==> src/rtl/rtc_bus_ctrl.sv <==
// rtc_bus_ctrl
// Bus master for the RTC's multiplexed 8-bit address/data bus. Each start
// pulse taken in IDLE runs one full transaction: an address phase (wr_n
// strobe with a_d=0), then a data phase (wr_n or rd_n strobe with a_d=1).
// Each phase is followed by a hold window with cs_n high. All outputs are
// registered. They are computed from the next state, so the bus lines change
// on the same edge as the state.
//
// Ports:
//   clk       system clock, rising edge
//   reset     synchronous, active-low reset
//   start     transaction request, sampled only in IDLE
//   rnw       1 = read, 0 = write (latched with start)
//   addr      RTC register address (latched with start)
//   wdata     write data (latched with start)
//   ad_in     AD bus value from the pad
//   ad_out    value to drive onto the AD bus
//   ad_oe     1 = drive ad_out onto the pad
//   cs_n      chip select, active low
//   rd_n      read strobe, active low
//   wr_n      write strobe, active low
//   a_d       0 = address phase, 1 = data phase
//   busy      transaction in progress
//   done      one-cycle pulse at transaction end
//   rd_valid  one-cycle pulse with done, reads only
//   rdata     last byte read, held until the next read completes
module rtc_bus_ctrl #(
   parameter int unsigned T_PULSE = 4,
   parameter int unsigned T_HOLD  = 2
) (
   input  logic       clk,
   input  logic       reset,
   input  logic       start,
   input  logic       rnw,
   input  logic [7:0] addr,
   input  logic [7:0] wdata,
   input  logic [7:0] ad_in,
   output logic [7:0] ad_out,
   output logic       ad_oe,
   output logic       cs_n,
   output logic       rd_n,
   output logic       wr_n,
   output logic       a_d,
   output logic       busy,
   output logic       done,
   output logic       rd_valid,
   output logic [7:0] rdata
);

   typedef enum logic [2:0] {
      S_IDLE      = 3'd0,
      S_ADDR      = 3'd1,
      S_ADDR_HOLD = 3'd2,
      S_DATA      = 3'd3,
      S_DATA_HOLD = 3'd4,
      S_DONE      = 3'd5
   } state_t;

   // The counter is loaded with length-1 and the phase ends when it reads zero.
   localparam logic [7:0] PULSE_LD = 8'(T_PULSE - 1);
   localparam logic [7:0] HOLD_LD  = 8'(T_HOLD - 1);

   state_t     state_r, state_nxt_s;
   logic [7:0] cnt_r, cnt_nxt_s;
   logic       rnw_r, rnw_nxt_s;
   logic [7:0] addr_r, addr_nxt_s;
   logic [7:0] wdata_r, wdata_nxt_s;
   logic       capture_s;

   logic [7:0] ad_out_r, ad_out_s;
   logic       ad_oe_r, ad_oe_s;
   logic       cs_n_r, cs_n_s;
   logic       rd_n_r, rd_n_s;
   logic       wr_n_r, wr_n_s;
   logic       a_d_r, a_d_s;
   logic       busy_r, busy_s;
   logic       done_r, done_s;
   logic       rd_valid_r, rd_valid_s;
   logic [7:0] rdata_r;

   // Next-state, phase counter, request latch and read-capture decision.
   always_comb begin
      state_nxt_s = state_r;
      cnt_nxt_s   = cnt_r;
      rnw_nxt_s   = rnw_r;
      addr_nxt_s  = addr_r;
      wdata_nxt_s = wdata_r;
      capture_s   = 1'b0;
      case (state_r)
         S_IDLE: begin
            if (start) begin
               state_nxt_s = S_ADDR;
               cnt_nxt_s   = PULSE_LD;
               rnw_nxt_s   = rnw;
               addr_nxt_s  = addr;
               wdata_nxt_s = wdata;
            end else begin
               state_nxt_s = S_IDLE;
            end
         end
         S_ADDR: begin
            if (cnt_r == 8'd0) begin
               state_nxt_s = S_ADDR_HOLD;
               cnt_nxt_s   = HOLD_LD;
            end else begin
               cnt_nxt_s = cnt_r - 8'd1;
            end
         end
         S_ADDR_HOLD: begin
            if (cnt_r == 8'd0) begin
               state_nxt_s = S_DATA;
               cnt_nxt_s   = PULSE_LD;
            end else begin
               cnt_nxt_s = cnt_r - 8'd1;
            end
         end
         S_DATA: begin
            if (cnt_r == 8'd0) begin
               // Last strobe cycle: rd_n is still low, so the pad value is valid.
               state_nxt_s = S_DATA_HOLD;
               cnt_nxt_s   = HOLD_LD;
               capture_s   = rnw_r;
            end else begin
               cnt_nxt_s = cnt_r - 8'd1;
            end
         end
         S_DATA_HOLD: begin
            if (cnt_r == 8'd0) begin
               state_nxt_s = S_DONE;
            end else begin
               cnt_nxt_s = cnt_r - 8'd1;
            end
         end
         S_DONE: begin
            state_nxt_s = S_IDLE;
         end
         default: begin
            state_nxt_s = S_IDLE;
            cnt_nxt_s   = 8'd0;
         end
      endcase
   end

   // Bus output values for the state being entered on this edge.
   always_comb begin
      ad_out_s   = 8'h00;
      ad_oe_s    = 1'b0;
      cs_n_s     = 1'b1;
      rd_n_s     = 1'b1;
      wr_n_s     = 1'b1;
      a_d_s      = 1'b1;
      busy_s     = 1'b1;
      done_s     = 1'b0;
      rd_valid_s = 1'b0;
      case (state_nxt_s)
         S_IDLE: begin
            busy_s = 1'b0;
         end
         S_ADDR: begin
            cs_n_s   = 1'b0;
            a_d_s    = 1'b0;
            wr_n_s   = 1'b0;
            ad_oe_s  = 1'b1;
            ad_out_s = addr_nxt_s;
         end
         S_ADDR_HOLD: begin
            a_d_s    = 1'b0;
            ad_oe_s  = 1'b1;
            ad_out_s = addr_nxt_s;
         end
         S_DATA: begin
            cs_n_s = 1'b0;
            if (rnw_nxt_s) begin
               rd_n_s = 1'b0;
            end else begin
               wr_n_s   = 1'b0;
               ad_oe_s  = 1'b1;
               ad_out_s = wdata_nxt_s;
            end
         end
         S_DATA_HOLD: begin
            if (rnw_nxt_s) begin
               ad_oe_s = 1'b0;
            end else begin
               ad_oe_s  = 1'b1;
               ad_out_s = wdata_nxt_s;
            end
         end
         S_DONE: begin
            done_s     = 1'b1;
            rd_valid_s = rnw_nxt_s;
         end
         default: begin
            busy_s = 1'b0;
         end
      endcase
   end

   // State, counter, latched request, output registers and read data.
   always_ff @(posedge clk) begin
      if (!reset) begin
         state_r    <= S_IDLE;
         cnt_r      <= 8'd0;
         rnw_r      <= 1'b0;
         addr_r     <= 8'h00;
         wdata_r    <= 8'h00;
         ad_out_r   <= 8'h00;
         ad_oe_r    <= 1'b0;
         cs_n_r     <= 1'b1;
         rd_n_r     <= 1'b1;
         wr_n_r     <= 1'b1;
         a_d_r      <= 1'b1;
         busy_r     <= 1'b0;
         done_r     <= 1'b0;
         rd_valid_r <= 1'b0;
         rdata_r    <= 8'h00;
      end else begin
         state_r    <= state_nxt_s;
         cnt_r      <= cnt_nxt_s;
         rnw_r      <= rnw_nxt_s;
         addr_r     <= addr_nxt_s;
         wdata_r    <= wdata_nxt_s;
         ad_out_r   <= ad_out_s;
         ad_oe_r    <= ad_oe_s;
         cs_n_r     <= cs_n_s;
         rd_n_r     <= rd_n_s;
         wr_n_r     <= wr_n_s;
         a_d_r      <= a_d_s;
         busy_r     <= busy_s;
         done_r     <= done_s;
         rd_valid_r <= rd_valid_s;
         if (capture_s) begin
            rdata_r <= ad_in;
         end else begin
            rdata_r <= rdata_r;
         end
      end
   end

   assign ad_out   = ad_out_r;
   assign ad_oe    = ad_oe_r;
   assign cs_n     = cs_n_r;
   assign rd_n     = rd_n_r;
   assign wr_n     = wr_n_r;
   assign a_d      = a_d_r;
   assign busy     = busy_r;
   assign done     = done_r;
   assign rd_valid = rd_valid_r;
   assign rdata    = rdata_r;

endmodule

==> config.mk <==
export PLATFORM = sky130hd
export DESIGN_NAME = rtc_bus_ctrl
export DESIGN_NICKNAME = d
export VERILOG_FILES = /design/src/rtl/rtc_bus_ctrl.sv
export SDC_FILE = /design/constraint.sdc
export NUM_CORES = 1
export LEC_CHECK = 0
export BUFFER_PORTS_ARGS = -buffer_cell sky130_fd_sc_hd__buf_4
export CORE_ASPECT_RATIO = 0.7
export CORE_UTILIZATION = 30
export DETAILED_ROUTE_END_ITERATION = 10
export GPL_TIMING_DRIVEN = 1
export HOLD_SLACK_MARGIN = 0.02
export PLACE_DENSITY = 0.49
export SYNTH_ARGS = -nofsm -noshare
export SYNTH_HDL_FRONTEND = slang
export SYNTH_SLANG_ARGS = --single-unit
export TNS_END_PERCENT = 50
==> constraint.sdc <==
create_clock -name clk -period 2 [get_ports clk]
set_clock_uncertainty 0.2 [all_clocks]
set_input_delay 0.1 -clock clk [delete_from_list [all_inputs] [get_ports clk]]
set_output_delay 0.1 -clock clk [all_outputs]
set_load 0.01 [all_outputs]
Yosys cells after proc, flatten, opt, wreduce, memory -nomap -nowiden
Cells that the tools add are included.
- memory bits (read-only): 0
- bits of input ports: 28
- memories: 0
- output and inout bits: 24
- bits in registers: 52
- bits in latches: 0
- logic and storage cells: 68
- RAM bits: 0
- mux-type cells: 29
- divide/modulo/power cells: 0
- equal/unequal tests: 12
- reduce and logical (&&, ||, !) cells: 10
- shift-type cells: 0
- $mul: 0
- $add $sub $neg: 1
- bitwise operators: 1
- order comparisons: 0
- operators with widths (kind ; number):
    8-bit 2-to-1 mux ; 9
    8-bit case mux with 5 select lines ; 1
    8-bit case mux with 2 select lines ; 1
    3-bit case mux with 5 select lines ; 1
    3-bit by 2-bit equality test with 1-bit output, second input constant ; 4
    3-bit equality test, second input constant ; 4
    3-bit 2-to-1 mux ; 4
    1-bit 2-to-1 mux ; 11
    8-bit zero test ; 1
    2-bit OR reduction ; 4
    8-bit by 1-bit subtractor with 8-bit output, second input constant ; 1
    3-bit by 1-bit equality test with 1-bit output, second input constant ; 2
    5-bit OR reduction ; 1
    2-bit inequality test, second input constant ; 2
    1-bit case mux with 2 select lines ; 2
    2-bit AND reduction ; 2
    3-bit zero test ; 1
    3-bit AND reduction ; 1
    1-bit NOT ; 1

Longest topological paths before layout
- depth after elaboration: 6
- mapped depth: 7
- gate-level depth less buffers: 6

Worst setup path after synthesis
No wires, ideal clock.
- kind: reg2reg
- start point: register cnt_r[0]
- end point: register ad_oe_r (netlist: ad_oe)
- data arrival time: 1.810 ns
- setup time: 0.138 ns
- period minus slack after synthesis: 2.148 ns
- stages on the path, launching flop included: 7
- slack: -0.148 ns
- buffers on the path: 0
- data required time: 1.662 ns
- cell sequence: dfxtp_1 > inv_1 > ha_1 > or3b_2 > o21ai_4 > mux2i_2 > o21ai_0
- longest elaborated chain between the ends: 6
- elaborated cells between the ends (all ways): 13
- classes of those cells: 4 x eq/ne; 6 x mux; 3 x reduce/logical
- RTL lines (element ; RTL line ; text):
    start, declared ; 64 ; logic [7:0] cnt_r, cnt_nxt_s;
    start signal, assigned ; 219 ; cnt_r <= cnt_nxt_s;
    8-bit zero test * ; -- ;
    3-bit 2-to-1 mux (on tied branches) ; -- ;
    3-bit case mux with 5 select lines * ; 89 ; case (state_r)
    3-bit equality test, or another cell as far along ; 155 ; case (state_nxt_s)
    2-bit OR reduction (no source line) ; -- ;
    1-bit case mux with 2 select lines * ; 155 ;
    end signal, assigned ; 224 ; ad_oe_r <= ad_oe_s;
    end, declared ; 71 ; logic ad_oe_r, ad_oe_s;
Mark *: on every way between the ends. The rest lies on a longest branch, timed or not.
A chain may end at the register's enable or synchronous reset.

Worst setup path in the final report
- start point: register cnt_r[1]
- end point: register ad_out_r[2] (netlist: ad_out[2])
- longest elaborated chain between the ends: 6
- elaborated cells between the ends (all ways): 13
- classes of those cells: 4 x eq/ne; 6 x mux; 3 x reduce/logical
- RTL lines (element ; RTL line ; text):
    8-bit zero test * ; -- ;
    3-bit 2-to-1 mux (on tied branches) ; -- ;
    3-bit case mux with 5 select lines * ; 89 ;
    3-bit equality test, or another cell as far along ; 155 ;
    2-bit OR reduction (no source line) ; -- ;
    8-bit case mux with 2 select lines * ; 155 ;
    end signal, assigned ; 223 ; ad_out_r <= ad_out_s;
    end, declared ; 70 ; logic [7:0] ad_out_r, ad_out_s;
Marked as above.

==> results.py <==
metrics = {
    "grt": {
        "top_usage_layer": "met1",
        "use_met2": 0.249,
        "gr-usage-met1": 0.256,
        "grt_pass1_wl_mm": 10.9,
        "overflow": 0,
        "antenna_found_initial": 0,
        "grt_max_degree": 22,
        "grt_pass1_vias": 2149,
        "grt_use_total": 0.171,
        "grt_use_met3": 0.0317,
    },
    "critical_path": {
        "endpoint_kind": "register",
        "crit_required_ps": 1980,
        "cp-start-kind": "register",
        "crit_arrival_ps": 2060,
        "r2r_cells": 6,
        "worstSetupPathType": "register to register",
        "cp_max_fo": 5,
    },
    "timing": {
        "slew_headroom": 0.714,
        "hold_viol": 0,
        "worstMarginPinSlew_ps": 429,
        "drv_slew": 0,
        "setup_violations": 18,
        "fin_crit_sh": 1.04,
        "fmax_ghz": 0.480,
        "setup_ws_ps": -83.9,
        "fin_crit_ps": 2080,
        "hold_ws_ps": 66.8,
        "final.setup.tns_ps": -1030,
        "rsz0062_at_grt": "yes",
    },
    "logic_synthesis": {
        "synthCells": 240,
        "ys_dominant_reg_cell": "dfxtp_1",
        "synth_edf_count": 0,
        "synth_area_mm2": 0.00236,
        "syn-num-nets": 270,
        "ys_warn_count": 0,
        "ys_async_sr_fraction": 0,
        "synth.ff_latch_count": 52,
        "ys_types": 55,
        "avgSynthCellArea_um2": 9.83,
        "seq_area_frac_synth": 0.441,
    },
    "floorplan": {
        "ios": 52,
        "die_w_um": 108,
        "fp.dieH_um": 76.2,
        "fp.coreArea_mm2": 0.00745,
        "die_area_mm2": 0.00823,
        "rows": 26,
        "start_util": 0.317,
    },
    "finish": {
        "nets": 384,
        "final_core_util": 0.485,
        "drive_above_1_share": 0.370,
        "fin_cells": 452,
        "fin_area_mm2": 0.00361,
        "areaGrowthSynthToFinish_pct": 53.1,
        "antenna_cells": 0,
    },
    "power": {
        "power.total_mw": 4.23,
        "peakVddDrop_mv": 0.386,
        "pwr-share-clk": 0.140,
        "comb_power_share": 0.539,
        "p_switching_mw": 1.62,
        "seqPwrFrac": 0.321,
        "power.internal_mw": 2.62,
        "p_leak_nw": 1.47,
        "p_sw_frac": 0.382,
        "cellPowerDensity_mw_per_mm2": 1170,
    },
    "route": {
        "routed_wl_mm": 6.68,
        "post_drt_wl_per_cell_um": 14.8,
        "routed-via-count": 2169,
        "drcViolationCount": 0,
        "viasPerCell": 4.80,
        "drt_first_iter_violations": 92,
        "antenna_left": 0,
        "drt-pass1-iter-count": 4,
    },
    "cts": {
        "htree_levels": 2,
        "clk_path_buf_depth": 2,
        "cts_root_buf": "clkbuf_8",
        "clk_pin_slew_ps": 100,
        "cts_tree": "done",
        "clock_latency_ps": 310,
        "cts_buffers": 5,
        "clkSinkCount": 52,
    },
    "placed_design": {
        "placed_area_mm2": 0.00314,
        "hpwl_mm": 4.65,
        "place_ws_ps": -91.8,
        "dp_cells": 416,
        "gp_congestion": 0.842,
        "numPortBuffers": 51,
    },
    "status": {
        "violations": "setup timing",
        "status": "complete, but fails checks",
    },
    "hold_path": {
        "hold_depth": 4,
        "hold_class": "input port to register",
    },
    "flow_run": {
        "drv_cap": 0,
    },
}
-- flip-flops by register name, summed over array words and instances (netlist names) --
name / flops
a_d: 1
ad_oe: 1
ad_out: 8
addr_r: 8
busy: 1
cnt_r: 8
cs_n: 1
done: 1
rd_n: 1
rd_valid: 1
rdata: 8
rnw_r: 1
state_r: 3
wdata_r: 8
wr_n: 1
-- metal layers --
metal,up-vias,part of all wire,wire length (um)
met5,-,0,0
met4,0,0.0060,40
met3,2,0.036,238
met2,47,0.42,2780
met1,1014,0.54,3620
li1,1106,-,-
-- cells in the final DEF (no fill, tap or decap), types with 5 or more instances in the layout --
master	n
dfxtp_1	49
a21oi_1	6
clkbuf_8	5
nand2b_1	10
nor2b_1	28
o21ai_0	6
nand3_1	7
mux2i_1	26
nand2_1	6
nor2_1	11
o32ai_1	5
buf_4	91
dlygate4sd3_1	25
-- repair_timing --
| item | 4_1_cts | 5_1_grt |
|---|---|---|
| endpoints found under the hold margin | 36 | 0 |
| gates cloned | 1 | 0 |
| gates resized for setup | 16 | 11 |
| buffers inserted | 3 | 0 |
| pin swaps | 11 | 1 |
| setup endpoints to repair | 21 | 34 |
| hold buffers | 25 | 0 |
-- kinds of logic (layout without fill, tap and decap cells) --
logic type / count (synthesis) / in the layout / share of synthesized area
and+or+nand+nor: 89 / 89 / 0.234
AOI/OAI and AO/OA: 52 / 52 / 0.162
DFF: 52 / 52 / 0.441
muxes: 28 / 29 / 0.120
buffers and inverters: 16 / 129 / 0.0281
adders and majority gates: 2 / 2 / 0.0106
xor gates and xnor gates: 1 / 1 / 0.00371
-- synthesized netlist by cell type, types with 2 or more instances --
| master | count | area [um^2] |
|---|---|---|
| a211oi_1 | 2 | 15.0 |
| ha_1 | 2 | 25.0 |
| o32ai_1 | 8 | 70.1 |
| a21oi_1 | 8 | 40.0 |
| clkbuf_1 | 9 | 33.8 |
| nor2_1 | 12 | 45.0 |
| and2_1 | 2 | 12.5 |
| dfxtp_1 | 52 | 1040 |
| nand2b_1 | 10 | 62.6 |
| or3_1 | 2 | 12.5 |
| a21o_1 | 2 | 15.0 |
| inv_1 | 3 | 11.3 |
| nor3_1 | 5 | 25.0 |
| or3b_2 | 2 | 17.5 |
| mux2i_1 | 27 | 270 |
| o21bai_1 | 4 | 30.0 |
| nor2b_1 | 28 | 175 |
| buf_2 | 2 | 10.0 |
| and3_1 | 2 | 12.5 |
| a21boi_0 | 2 | 15.0 |
| nand4_1 | 2 | 12.5 |
| nand2_1 | 6 | 22.5 |
| o21ai_0 | 8 | 40.0 |
| nand3_1 | 7 | 35.0 |
| o211ai_1 | 2 | 15.0 |
| nor4b_1 | 2 | 17.5 |
-- path summary, 6_finish.rpt --
path | startpoint | endpoint | slack, ps
worst max-delay path | cnt_r[1]$_SDFFE_PN0P_ | ad_out[2]$_SDFF_PN0_ | -80
worst min-delay path | rnw | rd_valid$_SDFF_PN0_ | 70
worst max register to register | cnt_r[1]$_SDFFE_PN0P_ | ad_out[2]$_SDFF_PN0_ | -80
worst min register to register | wdata_r[7]$_SDFF_PN0_ | wdata_r[7]$_SDFF_PN0_ | 310
-- final cells by class --
type,count,area [um^2]
multi-input combinational,173,1380
clock buffer,5,68.8
timing repair buffer,118,965
fill,711,3840
sequential,52,1040
tap,98,123
inverter,4,15.0
clock inverter,2,12.5
-- power groups by stage --
| stage | registers (mW) | clock network (mW) | logic [mW] |
|---|---|---|---|
| floorplan | 1.36 | 0 | 1.15 |
| global placement | 1.37 | 0 | 1.97 |
| detailed placement | 1.37 | 0 | 1.97 |
| CTS | 1.35 | 0.616 | 2.20 |
| global route | 1.39 | 0.664 | 2.46 |
| finish | 1.36 | 0.592 | 2.28 |
-- worst max-delay path: stages, from the launching register on --
cell and delay [ps]:
dfxtp_2 340, inv_2 80, ha_4 140, or3b_4 410, o21ai_4 280, mux2i_4 390
o32ai_1 120
No activity file was read; power rests on OpenSTA's default activity.
